### src/rtl/bumper_avoid_ctrl.sv
// bumper_avoid_ctrl: forward/reverse/pivot motor controller driven by two bumpers (optional BUMPER_DEBOUNCE_EN)
module bumper_avoid_ctrl #(
  parameter int CNT_W    = 24,
  parameter int BACK_CYC = 12000000,
  parameter int TURN_CYC = 8000000,
  parameter int DEB_CYC  = 250000,
  parameter int HIT_W    = 8
) (
  input  logic             clk_i,
  input  logic             reset_i,
  input  logic             run_i,
  input  logic             LeftBumper,
  input  logic             RightBumper,
  output logic             L_Ena,
  output logic             L_Dir,
  output logic             R_Ena,
  output logic             R_Dir,
  output logic             busy_o,
  output logic [1:0]       state_o,
  output logic [HIT_W-1:0] hits_o
);
  typedef enum logic [1:0] {STOP = 2'b00, FWD = 2'b01, REV = 2'b10, TURN = 2'b11} state_t;
  localparam logic [CNT_W-1:0] BACK_LAST = CNT_W'(BACK_CYC - 1);
  localparam logic [CNT_W-1:0] TURN_LAST = CNT_W'(TURN_CYC - 1);
  if (BACK_CYC < 1 || TURN_CYC < 1 || DEB_CYC < 1) begin : g_param_err
    $error("bumper_avoid_ctrl: BACK_CYC, TURN_CYC and DEB_CYC must be >= 1");
  end
  state_t           state, state_n;
  logic [CNT_W-1:0] timer, timer_n;
  logic             side, side_n;
  logic [HIT_W-1:0] hits, hits_n;
  logic [1:0]       sync_l, sync_r;
  logic             hit_l, hit_r;
  // two-stage synchronisers; reset to the released (high) level so no phantom hit
  always_ff @(posedge clk_i) begin
    if (reset_i) begin
      sync_l <= 2'b11;
      sync_r <= 2'b11;
    end else begin
      sync_l <= {sync_l[0], LeftBumper};
      sync_r <= {sync_r[0], RightBumper};
    end
  end
`ifdef BUMPER_DEBOUNCE_EN
  localparam int DEB_W = $clog2(DEB_CYC + 1);
  localparam logic [DEB_W-1:0] DEB_LAST = DEB_W'(DEB_CYC - 1);
  logic [DEB_W-1:0] deb_l, deb_r;
  logic             filt_l, filt_r;
  // filtered level only follows the synchroniser after DEB_CYC consecutive differing samples
  always_ff @(posedge clk_i) begin
    if (reset_i) begin
      deb_l  <= '0;
      deb_r  <= '0;
      filt_l <= 1'b1;
      filt_r <= 1'b1;
    end else begin
      deb_l  <= (sync_l[1] == filt_l || deb_l == DEB_LAST) ? '0 : deb_l + DEB_W'(1);
      deb_r  <= (sync_r[1] == filt_r || deb_r == DEB_LAST) ? '0 : deb_r + DEB_W'(1);
      filt_l <= (sync_l[1] != filt_l && deb_l == DEB_LAST) ? sync_l[1] : filt_l;
      filt_r <= (sync_r[1] != filt_r && deb_r == DEB_LAST) ? sync_r[1] : filt_r;
    end
  end
  assign hit_l = ~filt_l;
  assign hit_r = ~filt_r;
`else
  assign hit_l = ~sync_l[1];
  assign hit_r = ~sync_r[1];
`endif
  // state, manoeuvre timer, turn side and hit counter registers
  always_ff @(posedge clk_i) begin
    if (reset_i) begin
      state <= STOP;
      timer <= '0;
      side  <= 1'b0;
      hits  <= '0;
    end else begin
      state <= state_n;
      timer <= timer_n;
      side  <= side_n;
      hits  <= hits_n;
    end
  end
  // next state: run_i low forces STOP; a hit in FWD starts reverse then pivot (side=1 pivots right)
  always_comb begin
    state_n = state;
    timer_n = '0;
    side_n  = side;
    hits_n  = hits;
    if (!run_i) state_n = STOP;
    else begin
      case (state)
        STOP: state_n = FWD;
        FWD: if (hit_l | hit_r) begin
          state_n = REV;
          side_n  = hit_l;
          hits_n  = &hits ? hits : hits + HIT_W'(1);
        end
        REV: begin
          state_n = timer == BACK_LAST ? TURN : REV;
          timer_n = timer == BACK_LAST ? '0 : timer + CNT_W'(1);
        end
        TURN: begin
          state_n = timer == TURN_LAST ? FWD : TURN;
          timer_n = timer == TURN_LAST ? '0 : timer + CNT_W'(1);
        end
        default: state_n = STOP;
      endcase
    end
  end
  assign L_Ena   = state == STOP;
  assign R_Ena   = state == STOP;
  assign L_Dir   = state == STOP || state == FWD || (state == TURN && side);
  assign R_Dir   = state == STOP || state == FWD || (state == TURN && !side);
  assign busy_o  = state[1];
  assign state_o = state;
  assign hits_o  = hits;
endmodule
### config.mk
export PLATFORM = sky130hd
export DESIGN_NAME = bumper_avoid_ctrl
export DESIGN_NICKNAME = d
export VERILOG_FILES = /design/src/rtl/bumper_avoid_ctrl.sv
export SDC_FILE = /design/constraint.sdc
export NUM_CORES = 1
export LEC_CHECK = 0
export CAP_MARGIN = 20
export CELL_PAD_IN_SITES_DETAIL_PLACEMENT = 0
export CELL_PAD_IN_SITES_GLOBAL_PLACEMENT = 1
export CORE_MARGIN = 1.5
export CORE_UTILIZATION = 25
export DETAILED_ROUTE_END_ITERATION = 10
export PLACE_DENSITY_LB_ADDON = 0.05
export SLEW_MARGIN = 30
export SYNTH_ARGS = -nofsm -noshare
export SYNTH_HDL_FRONTEND = slang
export SYNTH_SLANG_ARGS = --single-unit
### constraint.sdc
create_clock -name clk_i -period 4.76 [get_ports clk_i]
set_input_delay 0.952 -clock clk_i [delete_from_list [all_inputs] [get_ports clk_i]]
set_output_delay 0.952 -clock clk_i [all_outputs]
set_load 0.03 [all_outputs]
[Word level (Yosys, flattened, before mapping)]
Index checks and enable logic that the tools add are counted.
Operators by class
  mux-type cells: 7
  add/sub/neg operators: 2
  reduce and logical (&&, ||, !) cells: 11
  bitwise gates (word level): 5
  eq/ne operators: 6
Operator list (count)
  $mux 24: 2
  $pmux 24 s2: 1
  $add 24x1->24 const B: 1
  $eq 24x23->1 const B: 1
  $eq 24x24->1 const B: 1
  $add 8x1->8 const B: 1
  $pmux 2 s4: 1
  $reduce_and 8->1: 1
  $eq 2x2->1 const B: 2
  $mux 2: 2
  $not 1->1: 4
  $reduce_and 4->1: 1
  $logic_or 1x1->1: 3
  $reduce_and 3->1: 1
  $eq 2x1->1 const B: 1
  $logic_and 1x1->1: 2
  $logic_not 2->1: 1
  $ne 2x2->1 const B: 1
  $reduce_or 2->1: 1
  $logic_not 1->1: 1
  $mux 1: 1
  $or 1x1->1: 1
Word-level totals
  bits in registers: 39
  bits of input ports: 5

[Longest topological paths before layout]
Gate-level depths: netlist of the first run.
  depth in word-level cells: 4
  mapped depth: 7

[Least setup slack after synthesis of the first run]
Ideal clock, no wire load.
  kind: reg-to-output
  from: register state[0] (netlist: state_o[0])
  to: output R_Dir
  stages on the path, launching flop included: 3
  data required time: 3808 ps
  path buffers: 0
  path slack: 2361 ps
  data arrival time: 1447 ps
  cells stage by stage: dfxtp_1 inv_1 o21ai_0
On the way
  word-level cells in the longest chain between the ends: 3
  elaborated cells on any way between the ends: 6
RTL lines
  from (decl): RTL line 28  | state_t state, state_n;
  from (signal assigned): RTL line 77  | state <= state_n;
  $eq 2x1->1, or another cell as far along: RTL line 113  | assign R_Dir = state == STOP || state == FWD || (state == TURN && !side);
  $logic_or 1x1->1 / $logic_and 1x1->1 (equally long branches): RTL line 113
  $logic_or 1x1->1 *: RTL line 113
  to (decl): RTL line 17  | output logic R_Dir,
Every way passes the cells marked *; elsewhere a longest branch is shown, timed or not.

[Worst setup path after layout of the first run]
Same ends and word-level chain as after synthesis.

==> results.toml, run 1 <==
[status]
status = "finished clean"

[clock_network]
cts_sinks = 39
cts-root-buf = "clkbuf_8"
cts_tree = "built"
cts_buffers = 5
postCtsResizedCells = 0
clkLatencyLatePin_ps = 280
clockBufferDepth = 2
cts_max_level = 2
cts_setup_buffers = 0
cts_hold_buffers = 0
clk_pin_slew_ps = 70

[routing]
ant_nets = 0
vias = 1355
vias_per_cell = 4.37
drc = 0
routedWlPerCell_um = 11.6
finalWirelength_um = 3580
drt_iter0_markers = 59
dr.pass1.iters = 4

[synth]
netlist_area_mm2 = 0.00176
post-synth-top-area-fraction = 0.443
synthesis.nets = 202
syn-instance-count = 195
yosys-top-cells-area = "dfxtp_1, xor2_1, nor2_1, nand4_1, xnor2_1"
yosys.area.top_type = "dfxtp_1"
yosys_warnings = 0
ys_seq_area_frac = 0.443
ys_ff_latch = 39
syn_area_per_cell_um2 = 9.03
synth.distinct_cells = 33

[timing]
fmax_mhz = 366
worst_slew_pin_slew_ps = 619
maxSlewHeadroom = 0.584
final-hold-violation-count = 0
fin_crit_ps = 2740
min_period_over_period = 0.575
rsz0062_at_grt = "false"
report.final.setup_viol = 0
slew_viol_final = 0
finalHoldWorstSlack_ps = 408
skew_ps = 6.07
setup_slack_ps = 2020
tns_ps = 0

[power_and_ir_drop]
leakage_nw = 0.651
irDropWorstVdd_uv = 77.0
power_density_mw_per_mm2 = 265
p_switching_mw = 0.122
p_total_mw = 0.559
p_clk_frac = 0.368
share_seq_of_total_power = 0.593
p_int_mw = 0.436
p_sw_frac = 0.219
power.share.combinational = 0.038

[worst_setup_path]
critPathKind = "reg2out"
crit_path_max_fanout = 6
cp_top_family = "buffers and inverters"
start_kind = "flip-flop"
critPathMaxStageDelay_ps = 700
cp-end-kind = "output pin"
worst-path-buf-inv = 2
path_cells = "inv_1 -> o21ai_0 -> clkdlybuf4s50_1"
critPathArrivalTime_ps = 1780
cp_slowest_cell = "clkdlybuf4s50_1"
critPathRequiredTime_ps = 3810

[finish]
syn_to_final_growth_pct = 19.6
utilization = 0.310
instances_no_fill = 310
final_area_mm2 = 0.00211
final_common_cell = "nor2_1"
num-nets-final = 222
drive_above_1_share = 0.0607
layout_common_cells = "nor2_1, dfxtp_1, xor2_1"
antenna_cells = 0

[die]
fp.dieW_um = 86.9
die-area_mm2 = 0.00755
die_h_um = 86.9
core_mm2 = 0.00679
num_rows = 30
pin_count = 20
start_util = 0.259

[placed_design]
dpl.hpwl_um = 2600
place_area_mm2 = 0.00203
gp_congestion = 0.749
placed_cells = 304
place_ws_ps = 1980
portBuffers = 19

[grt]
top_usage_layer = "met2"
track_usage = 0.103
antenna_found_initial = 0
met2_usage = 0.154
grt-ovfl-total = 0
grt_pass1_vias = 1256
grt_use_met1 = 0.138
grt_pass1_wl_um = 5970
grt_use_met3 = 0.0332
grt_max_degree = 25

[flow_run]
drv_cap = 0

[min_path]
hold_path_class = "reg2reg"
-- metal layers --
metal | vias up | wire (µm)
met1 | 630 | 1850
met5 | - | 0
met3 | 4 | 88
met2 | 14 | 1600
li1 | 707 | -
met4 | 0 | 40
-- power by group through the flow --
stage	clock [mW]	sequential, mW	combinational [mW]
detailed placement	0	0.339	0.0216
global route	0.231	0.332	0.0231
finish	0.206	0.332	0.0214
global placement	0	0.339	0.0216
floorplan	0	0.340	0.0119
CTS	0.220	0.331	0.0216
-- worst paths after layout --
kind                               end               startpoint  depth (start not counted)  slack (ps)
setup / recovery                 R_Dir  state_o[0]$_SDFFE_PP0P_                          3        2020
setup reg to reg  timer[23]$_SDFF_PP0_      timer[0]$_SDFF_PP0_                          6        2560
hold / removal    sync_l[1]$_SDFF_PP1_     sync_l[0]$_SDFF_PP1_                          1         410
hold reg to reg   sync_l[1]$_SDFF_PP1_     sync_l[0]$_SDFF_PP1_                          1         410
-- kinds of logic (layout without fill, tap and decap cells) --
family / count (synthesis) / in the layout / share of synthesized area
AOI/OAI and AO/OA: 8 / 8 / 0.0441
xor gates and xnor gates: 29 / 29 / 0.144
adders and majority gates: 2 / 2 / 0.0142
buffers and inverters: 10 / 29 / 0.0341
DFF: 39 / 39 / 0.443
muxes: 1 / 1 / 0.00569
and+or+nand+nor: 106 / 106 / 0.314
-- registers in the layout, indices dropped and copies added (netlist names) --
signal / cells
state_o: 2
hits_o: 8
sync_r: 2
sync_l: 2
side: 1
timer: 24
-- final cells by class --
cell class | count | area (µm²)
Clock buffer | 6 | 72.6
Fill cell | 726 | 4690
Inverter | 4 | 15.0
Multi-Input combinational cell | 146 | 927
Sequential cell | 39 | 781
Tap cell | 96 | 120
Timing Repair Buffer | 19 | 190
-- synth_stat cells --
| master | instances |
|---|---|
| xor2_1 | 20 |
| o21ai_2 | 1 |
| xnor2_1 | 9 |
| nor4bb_1 | 1 |
| nor4_2 | 1 |
| buf_4 | 2 |
| a2111oi_4 | 1 |
| a21oi_1 | 1 |
| and2_1 | 2 |
| buf_6 | 2 |
| inv_1 | 4 |
| nand2b_1 | 1 |
| a211oi_1 | 3 |
| clkbuf_1 | 2 |
| ha_1 | 2 |
| and3_1 | 6 |
| or2_2 | 4 |
| nor3b_1 | 1 |
| nor3_1 | 3 |
| a311oi_1 | 1 |
| nor4b_1 | 1 |
| and4_1 | 4 |
| or4b_1 | 1 |
| nand4bb_1 | 1 |
| dfxtp_1 | 39 |
| o21ai_0 | 1 |
| nand4_1 | 13 |
| and4bb_1 | 1 |
| mux2i_1 | 1 |
| nor2_1 | 40 |
| nand2_1 | 14 |
| nor3_2 | 1 |
| nand3_1 | 11 |
Note: power is estimated with default switching activity, not from simulation.
==> inputs of run 2 (changes only) <==
==> constraint.sdc (replaced) <==
create_clock -name clk_i -period 2.65 [get_ports clk_i]
set_input_delay 0.53 -clock clk_i [delete_from_list [all_inputs] [get_ports clk_i]]
set_output_delay 0.53 -clock clk_i [all_outputs]
set_load 0.03 [all_outputs]
==> run 2 against run 1 <==
First-iteration DRC count decreased by 37%. Non-clock buffer count increased by 2. Clock skew increased by 0.91 ps. Critical path type unchanged. Critical endpoint unchanged. Die area unchanged. Setup slack got worse by 1700 ps.
==> results.toml, run 2 (synthesized netlist as in run 1, its figures left out) <==
[worst_setup_path]
r2r_start = "timer[0]$_SDFF_PP0_"
critPathRequiredTime_ps = 2120
crit_path_max_fanout = 6
worst_r2r_endpoint = "timer[2]$_SDFF_PP0_"
rr_worst_depth = 7
worst-path-buf-inv = 2
critPathMaxStageDelay_ps = 700
critPathArrivalTime_ps = 1770
critPathKind = "reg2out"
cp_slowest_cell = "clkdlybuf4s50_1"
cp-end-kind = "output pin"
path_cells = "inv_1 -> o21ai_0 -> clkdlybuf4s50_1"
reg2reg_slack_ps = 680
start_kind = "flip-flop"
cp_top_family = "buffers and inverters"

[power_and_ir_drop]
share_seq_of_total_power = 0.571
p_switching_mw = 0.228
power.share.combinational = 0.038
power_density_mw_per_mm2 = 490
irDropWorstVdd_uv = 226
p_clk_frac = 0.390
p_int_mw = 0.814
leakage_nw = 0.669
p_sw_frac = 0.219

[placed_design]
place_ws_ps = 319
gp_congestion = 0.713
dpl.hpwl_um = 2670
place_area_mm2 = 0.00204
portBuffers = 19

[clock_network]
cts_tree = "built"
postCtsResizedCells = 0
cts_sinks = 39
cts_hold_buffers = 0
cts_setup_buffers = 0
clockBufferDepth = 2
cts_buffers = 5
clk_pin_slew_ps = 80
clkLatencyLatePin_ps = 290
cts-root-buf = "clkbuf_8"
cts_max_level = 2

[die]
num_rows = 30
pin_count = 20
fp.dieW_um = 86.9
core_mm2 = 0.00679
die-area_mm2 = 0.00755
die_h_um = 86.9
start_util = 0.259

[finish]
largest_reg_flops = 24
drive_above_1_share = 0.0783
antenna_cells = 0
final_common_cell = "nor2_1"
layout_common_cells = "nor2_1, dfxtp_1, xor2_1"
regMostFlops = "timer"
fillers = 741
final_area_mm2 = 0.00213
num-nets-final = 224
syn_to_final_growth_pct = 20.9

[timing]
worst_slew_pin_slew_ps = 676
fin_crit_ps = 2300
report.final.setup_viol = 0
slew_viol_final = 0
skew_ps = 6.98
maxSlewHeadroom = 0.546
rsz0062_at_grt = "false"
setup_slack_ps = 347
tns_ps = 0
final-hold-violation-count = 0
min_period_over_period = 0.869
fmax_mhz = 434

[min_path]
hold_path_class = "reg2reg"
hold_depth = 1
hold_end = "sync_l[1]$_SDFF_PP1_"
min_from = "sync_l[0]$_SDFF_PP1_"

[flow_run]
drv_cap = 0

[grt]
grt_max_degree = 25
grt_pass1_vias = 1382
met2_usage = 0.173
grt-ovfl-total = 0
top_usage_layer = "met2"
grt_use_met3 = 0.0322
grt_use_met1 = 0.142
grt_pass1_wl_um = 6450
track_usage = 0.110
antenna_found_initial = 0

[routing]
drt_iter0_markers = 37
routedWlPerCell_um = 12.0
drc = 0
ant_nets = 0
finalWirelength_um = 3740
vias_per_cell = 4.39
dr.pass1.iters = 4
vias = 1374

[status]
status = "finished clean"
==> run 2: worst max path at each step <==
stage / startpoint / to / slack, ps / cells past startpoint
6_report: state_o[0]$_SDFFE_PP0P_ / R_Dir / 350 / 3
5_1_grt: state_o[0]$_SDFFE_PP0P_ / R_Dir / 220 / 3
4_1_cts: state_o[0]$_SDFFE_PP0P_ / R_Dir / 310 / 3
3_5_place_dp: run_i / hits_o[1]$_SDFFE_PP0P_ / 320 / 6
3_3_place_gp: run_i / hits_o[1]$_SDFFE_PP0P_ / 390 / 6
2_1_floorplan: state_o[0]$_SDFFE_PP0P_ / R_Dir / 670 / 2
==> run 2: power by group through the flow <==
| stage | sequential [mW] | combinational (mW) | clock (mW) |
|---|---|---|---|
| 6_report | 0.595 | 0.0398 | 0.407 |
| 5_1_grt | 0.596 | 0.0430 | 0.454 |
| 4_1_cts | 0.595 | 0.0404 | 0.432 |
| 3_5_place_dp | 0.609 | 0.0403 | 0 |
| 3_3_place_gp | 0.609 | 0.0399 | 0 |
| 2_1_floorplan | 0.610 | 0.0214 | 0 |
==> run 2: cell type report <==
type / count / area [µm²] / share of cell area
Timing Repair Buffer: 21 / 205 / 0.0964
Multi-Input combinational cell: 146 / 920 / 0.432
Tap cell: 96 / 120 / 0.0564
Clock buffer: 6 / 82.6 / 0.0388
Sequential cell: 39 / 781 / 0.367
Clock inverter: 1 / 5.00 / 0.00235
Inverter: 4 / 15.0 / 0.00705
==> run 2: per-layer routing <==
layer / wire length, µm / vias up / share of wire
met4: 44 / 0 / 0.012
met5: 0 / - / 0
met3: 94 / 4 / 0.025
met2: 1700 / 13 / 0.45
met1: 1910 / 648 / 0.51
li1: - / 709 / -
==> run 2: through the flow <==
| step | hold WS, ps | instances | total power, mW | utilization |
|---|---|---|---|---|
| after floorplan | 389 | 195 | 0.632 | - |
| after global placement | 400 | 306 | 0.649 | 0.300 |
| after detailed placement | 396 | 306 | 0.649 | 0.300 |
| after CTS | 415 | 313 | 1.07 | 0.313 |
| after global routing | 430 | 313 | 1.09 | 0.313 |
| final | 413 | 313 | 1.04 | 0.313 |
